[src/rtl/mod47_div.sv]
// Sequential modular divider over GF(MOD): q = a * b^-1 mod MOD, with b^-1 = b^(MOD-2)
// computed by left-to-right square-and-multiply, then one final multiply by a.
module mod47_div #(
    parameter int MOD = 47,
    parameter int W   = 6
) (
    input  logic         clk,
    input  logic         rst_n,
    input  logic         in_valid,
    output logic         in_ready,
    input  logic [W-1:0] in_a,
    input  logic [W-1:0] in_b,
    output logic         out_valid,
    input  logic         out_ready,
    output logic [W-1:0] out_q,
    output logic         out_err
);

    // Handshakes: a transfer happens on a rising edge where valid && ready are both high;
    // valid never depends on ready, and out_valid/out_q/out_err hold until transferred.

    localparam int KW = (W > 1) ? $clog2(W) : 1;
    localparam logic [2*W-1:0] MOD_P = (2*W)'(MOD);
    localparam logic [W:0]     MOD_W = (W+1)'(MOD);
    localparam logic [W-1:0]   EXP_E = W'(MOD - 2);

    typedef enum logic [1:0] {
        S_IDLE = 2'd0,
        S_EXP  = 2'd1,
        S_MULA = 2'd2,
        S_DONE = 2'd3
    } state_t;

    state_t         state_q, state_d;
    logic [W-1:0]   a_q, a_d;
    logic [W-1:0]   b_q, b_d;
    logic [W-1:0]   r_q, r_d;
    logic [KW-1:0]  k_q, k_d;
    logic [W-1:0]   q_q, q_d;
    logic           err_q, err_d;

    function automatic logic [W-1:0] modmul(input logic [W-1:0] x, input logic [W-1:0] y);
        logic [2*W-1:0] p;
        logic [2*W-1:0] m;
        p = {{W{1'b0}}, x} * {{W{1'b0}}, y};
        m = p % MOD_P;
        return m[W-1:0];
    endfunction

    logic [W-1:0] sq;
    logic [W-1:0] sq_b;
    logic [W-1:0] r_a;
    logic         bad_ops;

    // Square and square-times-b are chained in the same cycle.
    assign sq      = modmul(r_q, r_q);
    assign sq_b    = modmul(sq, b_q);
    assign r_a     = modmul(r_q, a_q);
    assign bad_ops = (in_b == '0) || ({1'b0, in_a} >= MOD_W) || ({1'b0, in_b} >= MOD_W);

    always_ff @(posedge clk or negedge rst_n) begin
        if (!rst_n) begin
            state_q <= S_IDLE;
            a_q     <= '0;
            b_q     <= '0;
            r_q     <= '0;
            k_q     <= '0;
            q_q     <= '0;
            err_q   <= 1'b0;
        end else begin
            state_q <= state_d;
            a_q     <= a_d;
            b_q     <= b_d;
            r_q     <= r_d;
            k_q     <= k_d;
            q_q     <= q_d;
            err_q   <= err_d;
        end
    end

    always_comb begin
        state_d = state_q;
        a_d     = a_q;
        b_d     = b_q;
        r_d     = r_q;
        k_d     = k_q;
        q_d     = q_q;
        err_d   = err_q;
        unique case (state_q)
            S_IDLE: begin
                if (in_valid) begin
                    a_d = in_a;
                    b_d = in_b;
                    r_d = W'(1);
                    k_d = KW'(W - 1);
                    q_d = '0;
                    if (bad_ops) begin
                        err_d   = 1'b1;
                        state_d = S_DONE;
                    end else begin
                        err_d   = 1'b0;
                        state_d = S_EXP;
                    end
                end
            end
            S_EXP: begin
                r_d = EXP_E[k_q] ? sq_b : sq;
                if (k_q == '0) begin
                    state_d = S_MULA;
                end else begin
                    k_d = k_q - KW'(1);
                end
            end
            S_MULA: begin
                r_d     = r_a;
                q_d     = r_a;
                err_d   = 1'b0;
                state_d = S_DONE;
            end
            S_DONE: begin
                if (out_ready) begin
                    state_d = S_IDLE;
                end
            end
            default: state_d = S_IDLE;
        endcase
    end

    assign in_ready  = (state_q == S_IDLE);
    assign out_valid = (state_q == S_DONE);
    assign out_q     = q_q;
    assign out_err   = err_q;

endmodule
[config.mk]
export PLATFORM = sky130hd
export DESIGN_NAME = mod47_div
export DESIGN_NICKNAME = d
export VERILOG_FILES = /design/src/rtl/mod47_div.sv
export SDC_FILE = /design/constraint.sdc
export NUM_CORES = 1
export LEC_CHECK = 0
export CORE_UTILIZATION = 60
export DETAILED_ROUTE_END_ITERATION = 12
export GPL_ROUTABILITY_DRIVEN = 0
export PLACE_DENSITY = 0.8
export REMOVE_ABC_BUFFERS = 1
export SYNTH_ARGS = -nofsm -noshare
export SYNTH_HDL_FRONTEND = slang
export SYNTH_SLANG_ARGS = --single-unit
[constraint.sdc]
create_clock -name clk -period 23.9 [get_ports clk]
set_input_delay 2.39 -clock clk [delete_from_list [all_inputs] [get_ports clk]]
set_output_delay 2.39 -clock clk [all_outputs]
set_load 0.03 [all_outputs]
Word-level counts from Yosys, hierarchy flattened
Memory sizes are Yosys's and may differ from the RTL's.
Cells that the tools add are included.
{"block": "word_totals", "regBits": 30, "rom_bits": 8, "in_bits": 16, "out_inout_bits": 9, "word_cells": 55, "n_memories": 1}
{"block": "op_classes", "addsub": 1, "mul": 3, "div": 3, "n_lt_le_gt_ge": 3, "eq_ne": 7, "muxes": 17, "reduce_logical": 13}
{"name": "(no name shown)", "words": 8, "word_bits": 1, "rd": 1, "rd_clocked_by_memory_dff": 0, "wr": 0, "line_no": "107", "rtl": "r_d = EXP_E[k_q] ? sq_b : sq;"}
{"cell": "$mod A12 B6 Y12 const B", "count": 3}
{"cell": "$mul A6 B6 Y12", "count": 3}
{"cell": "$mux W6", "count": 3}
{"cell": "$pmux W6 S3", "count": 1}
{"cell": "$ge A6 B6 Y1 const B", "count": 2}
{"cell": "$pmux W6 S2", "count": 1}
{"cell": "$mux W2", "count": 4}
{"cell": "$pmux W2 S4", "count": 1}
{"cell": "$logic_not A6 Y1", "count": 1}
{"cell": "$mux W3", "count": 2}
{"cell": "$ne A2 B2 Y1 const B", "count": 3}
{"cell": "$pmux W3 S2", "count": 1}
{"cell": "$reduce_and A2 Y1", "count": 3}
{"cell": "$reduce_and A3 Y1", "count": 2}
{"cell": "$eq A2 B2 Y1 const B", "count": 2}
{"cell": "$lt A3 B4 Y1 const B", "count": 1}
{"cell": "$reduce_bool A2 Y1", "count": 2}
{"cell": "$logic_not A3 Y1", "count": 1}
{"cell": "$mux W1", "count": 3}
{"cell": "$reduce_bool A3 Y1", "count": 1}
{"cell": "$sub A3 B1 Y3 const B", "count": 1}
{"cell": "$eq A2 B1 Y1 const B", "count": 1}
{"cell": "$logic_not A2 Y1", "count": 1}
{"cell": "$logic_or A1 B1 Y1", "count": 2}
{"cell": "2 further kinds", "count": 2}

Depth between registers and ports, before layout
{"block": "logic_depth", "depth_word": 6, "ltp_mapped": 74, "mapped_depth_nobuf": 67}

Least setup slack after synthesis
Ideal clock, no wire load.
{"block": "synth_timing", "kind": "reg2reg", "from": "register r_q[1]", "to": "register r_q[0]", "setup_ns": 0.134, "arrival_time_ns": 15.288, "required_time_ns": 23.766, "path_slack_ns": 8.478, "path_stages_with_launch": 71, "path_buffers": 6, "period_less_slack_ns": 15.422, "cell_sequence": "dfrtp_1 clkbuf_1 and2_1 inv_1 fa_1 fa_1 inv_1 fa_1 inv_1 ha_1 and3b_1 buf_6 or3_4 and4_1 clkbuf_1 a221oi_2 o32ai_1 a21oi_2 [... 35 more ...] and2_1 a2111oi_0 o21a_1 o21ba_2 xnor2_1 ha_1 o311a_1 o31ai_1 a211o_1 buf_6 o21ai_0 xor2_1 ha_1 o211ai_2 a22oi_4 mux2_4 a221oi_2 a221oi_2"}
{"block": "synth_via", "elab_chain_cells": 6, "word_cells_on_any_way": 8, "cone_classes": "mul (3); div (3); mux (2)"}
{"element": "from (decl)", "line_no": "37", "rtl": "logic [W-1:0] r_q, r_d;"}
{"element": "from (signal assigned)", "line_no": "74", "rtl": "r_q <= r_d;"}
{"element": "$mul A6 B6 Y12", "line_no": "45", "rtl": "p = {{W{1'b0}}, x} * {{W{1'b0}}, y};"}
{"element": "$mod A12 B6 Y12", "line_no": "46", "rtl": "m = p % MOD_P;"}
{"element": "$mul A6 B6 Y12", "line_no": "45"}
{"element": "$mod A12 B6 Y12", "line_no": "46"}
{"element": "$mux W6", "line_no": "107"}
{"element": "$pmux W6 S3 (*)", "line_no": "89", "rtl": "unique case (state_q)"}
Mark *: on every way between the ends. The rest lies on a longest branch, timed or not.
A chain may end at the register's enable or synchronous reset.

Worst setup path in the final report
{"block": "layout_timing", "from": "register r_q[3]", "to": "register r_q[1]"}
Same word-level chain as after synthesis.

==> results by group <==
Timing
  • Post-Route Setup TNS: 0 ns
  • Max-slew violations: 0
  • Worst-margin pin slew: 1.23 ns
  • Clk_skew: between 0.002 and 0.003 ns
  • Period utilization: roughly 75%
  • Final Setup Violations: 0
  • Fmax: between 50 and 60 MHz
  • Slew margin rel.: between 15 and 20%
  • Fin crit period: ~18 ns
  • Unrepaired setup endpoints after global routing: no
  • Final Hold Vio Count: 0

Synth
  • Synth Instances: between 1,000 and 1,500
  • Top cells by count, synth: 112 x nand2_1, 78 x inv_1, 76 x nor2_1
  • Seq/Total Area, Yosys: between 8 and 9%
  • Synth Cell Area: between 9000 and 10,000 um^2
  • Seq cells post-synth: 30
  • Synth unique cells: between 100 and 150
  • Asr flop ratio synth: 100%
  • Mean post-synth cell area: roughly 7.7 um^2
  • Area share of the largest cell type after synthesis: a little under a tenth
  • Post-synth EDFFs: 0
  • Leading area contributor after synthesis: ha_1
  • Area contributors post-synth: ha_1 9.5%, fa_1 9.3%, dfrtp_1 8.2%
  • Count leader, synth: nand2_1
  • Dominant synthesized flop cell: dfrtp_1
  • Yosys warns: 0

Setup path
  • Setup CP Type: reg2reg
  • Kind of end point of the critical path: register
  • Flop2flop setup slack: just over 6 ns
  • Max incr delay on CP: roughly 0.99 ns
  • CP bufs+invs: 4
  • R2R Path Start: r_q[3]
  • Setup crit end: r_q[1]
  • Crit Path Max Fanout: 16
  • Crit path launch type: register
  • RR Endpoint: r_q[1]
  • CP delay by family, top: compound AO/OA/AOI/OAI gates
  • Slowest CP cell: a211oi_1
  • Stages on the worst setup path: 63
  • Reg2Reg Depth: 63
  • Worst Path Required: about 24 ns
  • CP startpoint: r_q[3]
  • Critical path arrival: roughly 18 ns

Drt
  • DR pass1 iterations: 6
  • DR vias: between 9,000 and 10,000
  • Final wirelength: 22,800 um
  • DR vias/cell: about 6.8
  • Residual DRC: 0
  • Wire per inst: about 17 um
  • Remaining antenna violation count after routing: 0
  • DRT iter0 DRCs: ~760

Clock tree
  • Worst-path clk slew: ~0.050 ns
  • PostCTS Resize Cnt: 0
  • Clk buf depth: 2
  • Worst-skew pair later-pin latency: ~0.27 ns
  • # Post-CTS Setup Buffers: 0
  • CTS H-tree depth: 2
  • Root Driver: clkbuf_16
  • Hold-fix buffers, CTS: 0
  • CTS tree: done
  • Clock sink total: 30
  • Total CTS buffers: 5

Floorplanning
  • Core footprint: about 15,000 um^2
  • Num rows: 44
  • Height of the die: between 100 and 150 um
  • DIE AREA: 15,800 um^2
  • Die extent in x: ~130 um
  • Initial Utilization: between 60 and 70%
  • I/O pin count: 25

Global routing
  • First-pass GRT wire length: roughly 40,000 um
  • Vias in the first global route: roughly 8,500
  • GRT overflow: 0
  • Total GRT Usage: just under 30%
  • Initial antenna violation count: 0
  • Largest net degree at the start of global routing: 31

Cells and area
  • Diode count: 0
  • Share of layout cells above drive strength 1: under 10%
  • Util after Layout: 65.3%
  • Final net count: between 1,000 and 1,500
  • Final Cell Area: 9630 um^2
  • Area Overhead vs Synth: 4.62%

Place
  • Port Buffer Count: 24
  • Final HPWL DP: 17,800 um
  • DP Area: 9480 um^2

Outcome
  • Status: finished clean

Run
  • Maxcap violations: 0

Min path
  • HP Class: reg2reg
[worst min path at each step]
stage / from / endpoint / depth (start not counted)
5_1_grt: out_q[3] / out_q[3] / 1
3_5_place_dp: out_err / out_err / 2
2_1_floorplan: k_q[0] / k_q[0] / 1
3_3_place_gp: out_q[5] / out_q[5] / 2
6_report: out_q[5] / out_q[5] / 2
4_1_cts: out_q[5] / out_q[5] / 2
[metal layers]
layer	wire [um]	vias up	part of all wire [%]	GRT usage [%]
li1	-	4484	-	-
met1	10600	4458	46	42.5
met2	10500	371	46	48.0
met3	1380	34	6.1	1.91
met4	308	0	1.4	5.17
met5	0	-	0	0
[sequential cells by signal (all words and copies together) (netlist names)]
register	cells
a_q	6
b_q	6
out_q	6
r_q	6
k_q	3
state_q	2
out_err	1
[layout make-up]
class	instances	area [um^2]
Clock inverter	2	12.5
Tap cell	184	230
Sequential cell	30	751
Timing Repair Buffer	26	255
Multi-Input combinational cell	1047	7950
Clock buffer	6	139
Fill cell	1258	5120
Inverter	78	293
[kinds of logic (layout without fill, tap and decap cells)]
| logic type | after synthesis | in the layout | share of synthesized area [%] |
|---|---|---|---|
| AND/OR/NAND/NOR | 448 | 448 | 25.8 |
| AO/OA/AOI/OAI | 402 | 402 | 32.8 |
| buffers and inverters | 122 | 112 | 5.48 |
| adder cells (fa/ha/maj) | 114 | 114 | 19.0 |
| XOR/XNOR | 51 | 51 | 5.01 |
| multiplexers | 32 | 32 | 3.80 |
| flip-flops | 30 | 30 | 8.15 |
[per-stage QoR]
step	std cells	hold slack [ns]	setup WS [ns]
floorplan	1155	0.489	8.37
CTS	1373	0.483	6.31
global placement	1365	0.461	7.03
detailed placement	1365	0.472	6.39
global route	1373	0.516	4.74
finish	1373	0.477	6.09
[tightest hold or removal path, stage by stage, from the launching register on]
cell     delay, ns
dfrtp_1       0.34
nand2_1       0.04
o21ai_0       0.06
[cell usage in the layout, fill, tap and decap left out, drive strengths merged, types with 24 or more instances in the layout]
master	synthesis	final
a211oi	27	27
a21oi	77	77
a31oi	24	24
and2	61	61
clkdlybuf4s50	0	24
dfrtp	30	30
fa	43	43
ha	70	70
inv	78	78
nand2	112	112
nand3	31	31
nor2	79	79
nor3	29	29
o211ai	26	26
o21ai	63	63
xnor2	35	35
Power is not shown: default switching activity piles up to over one toggle a cycle in this logic, so the estimate is an artifact.
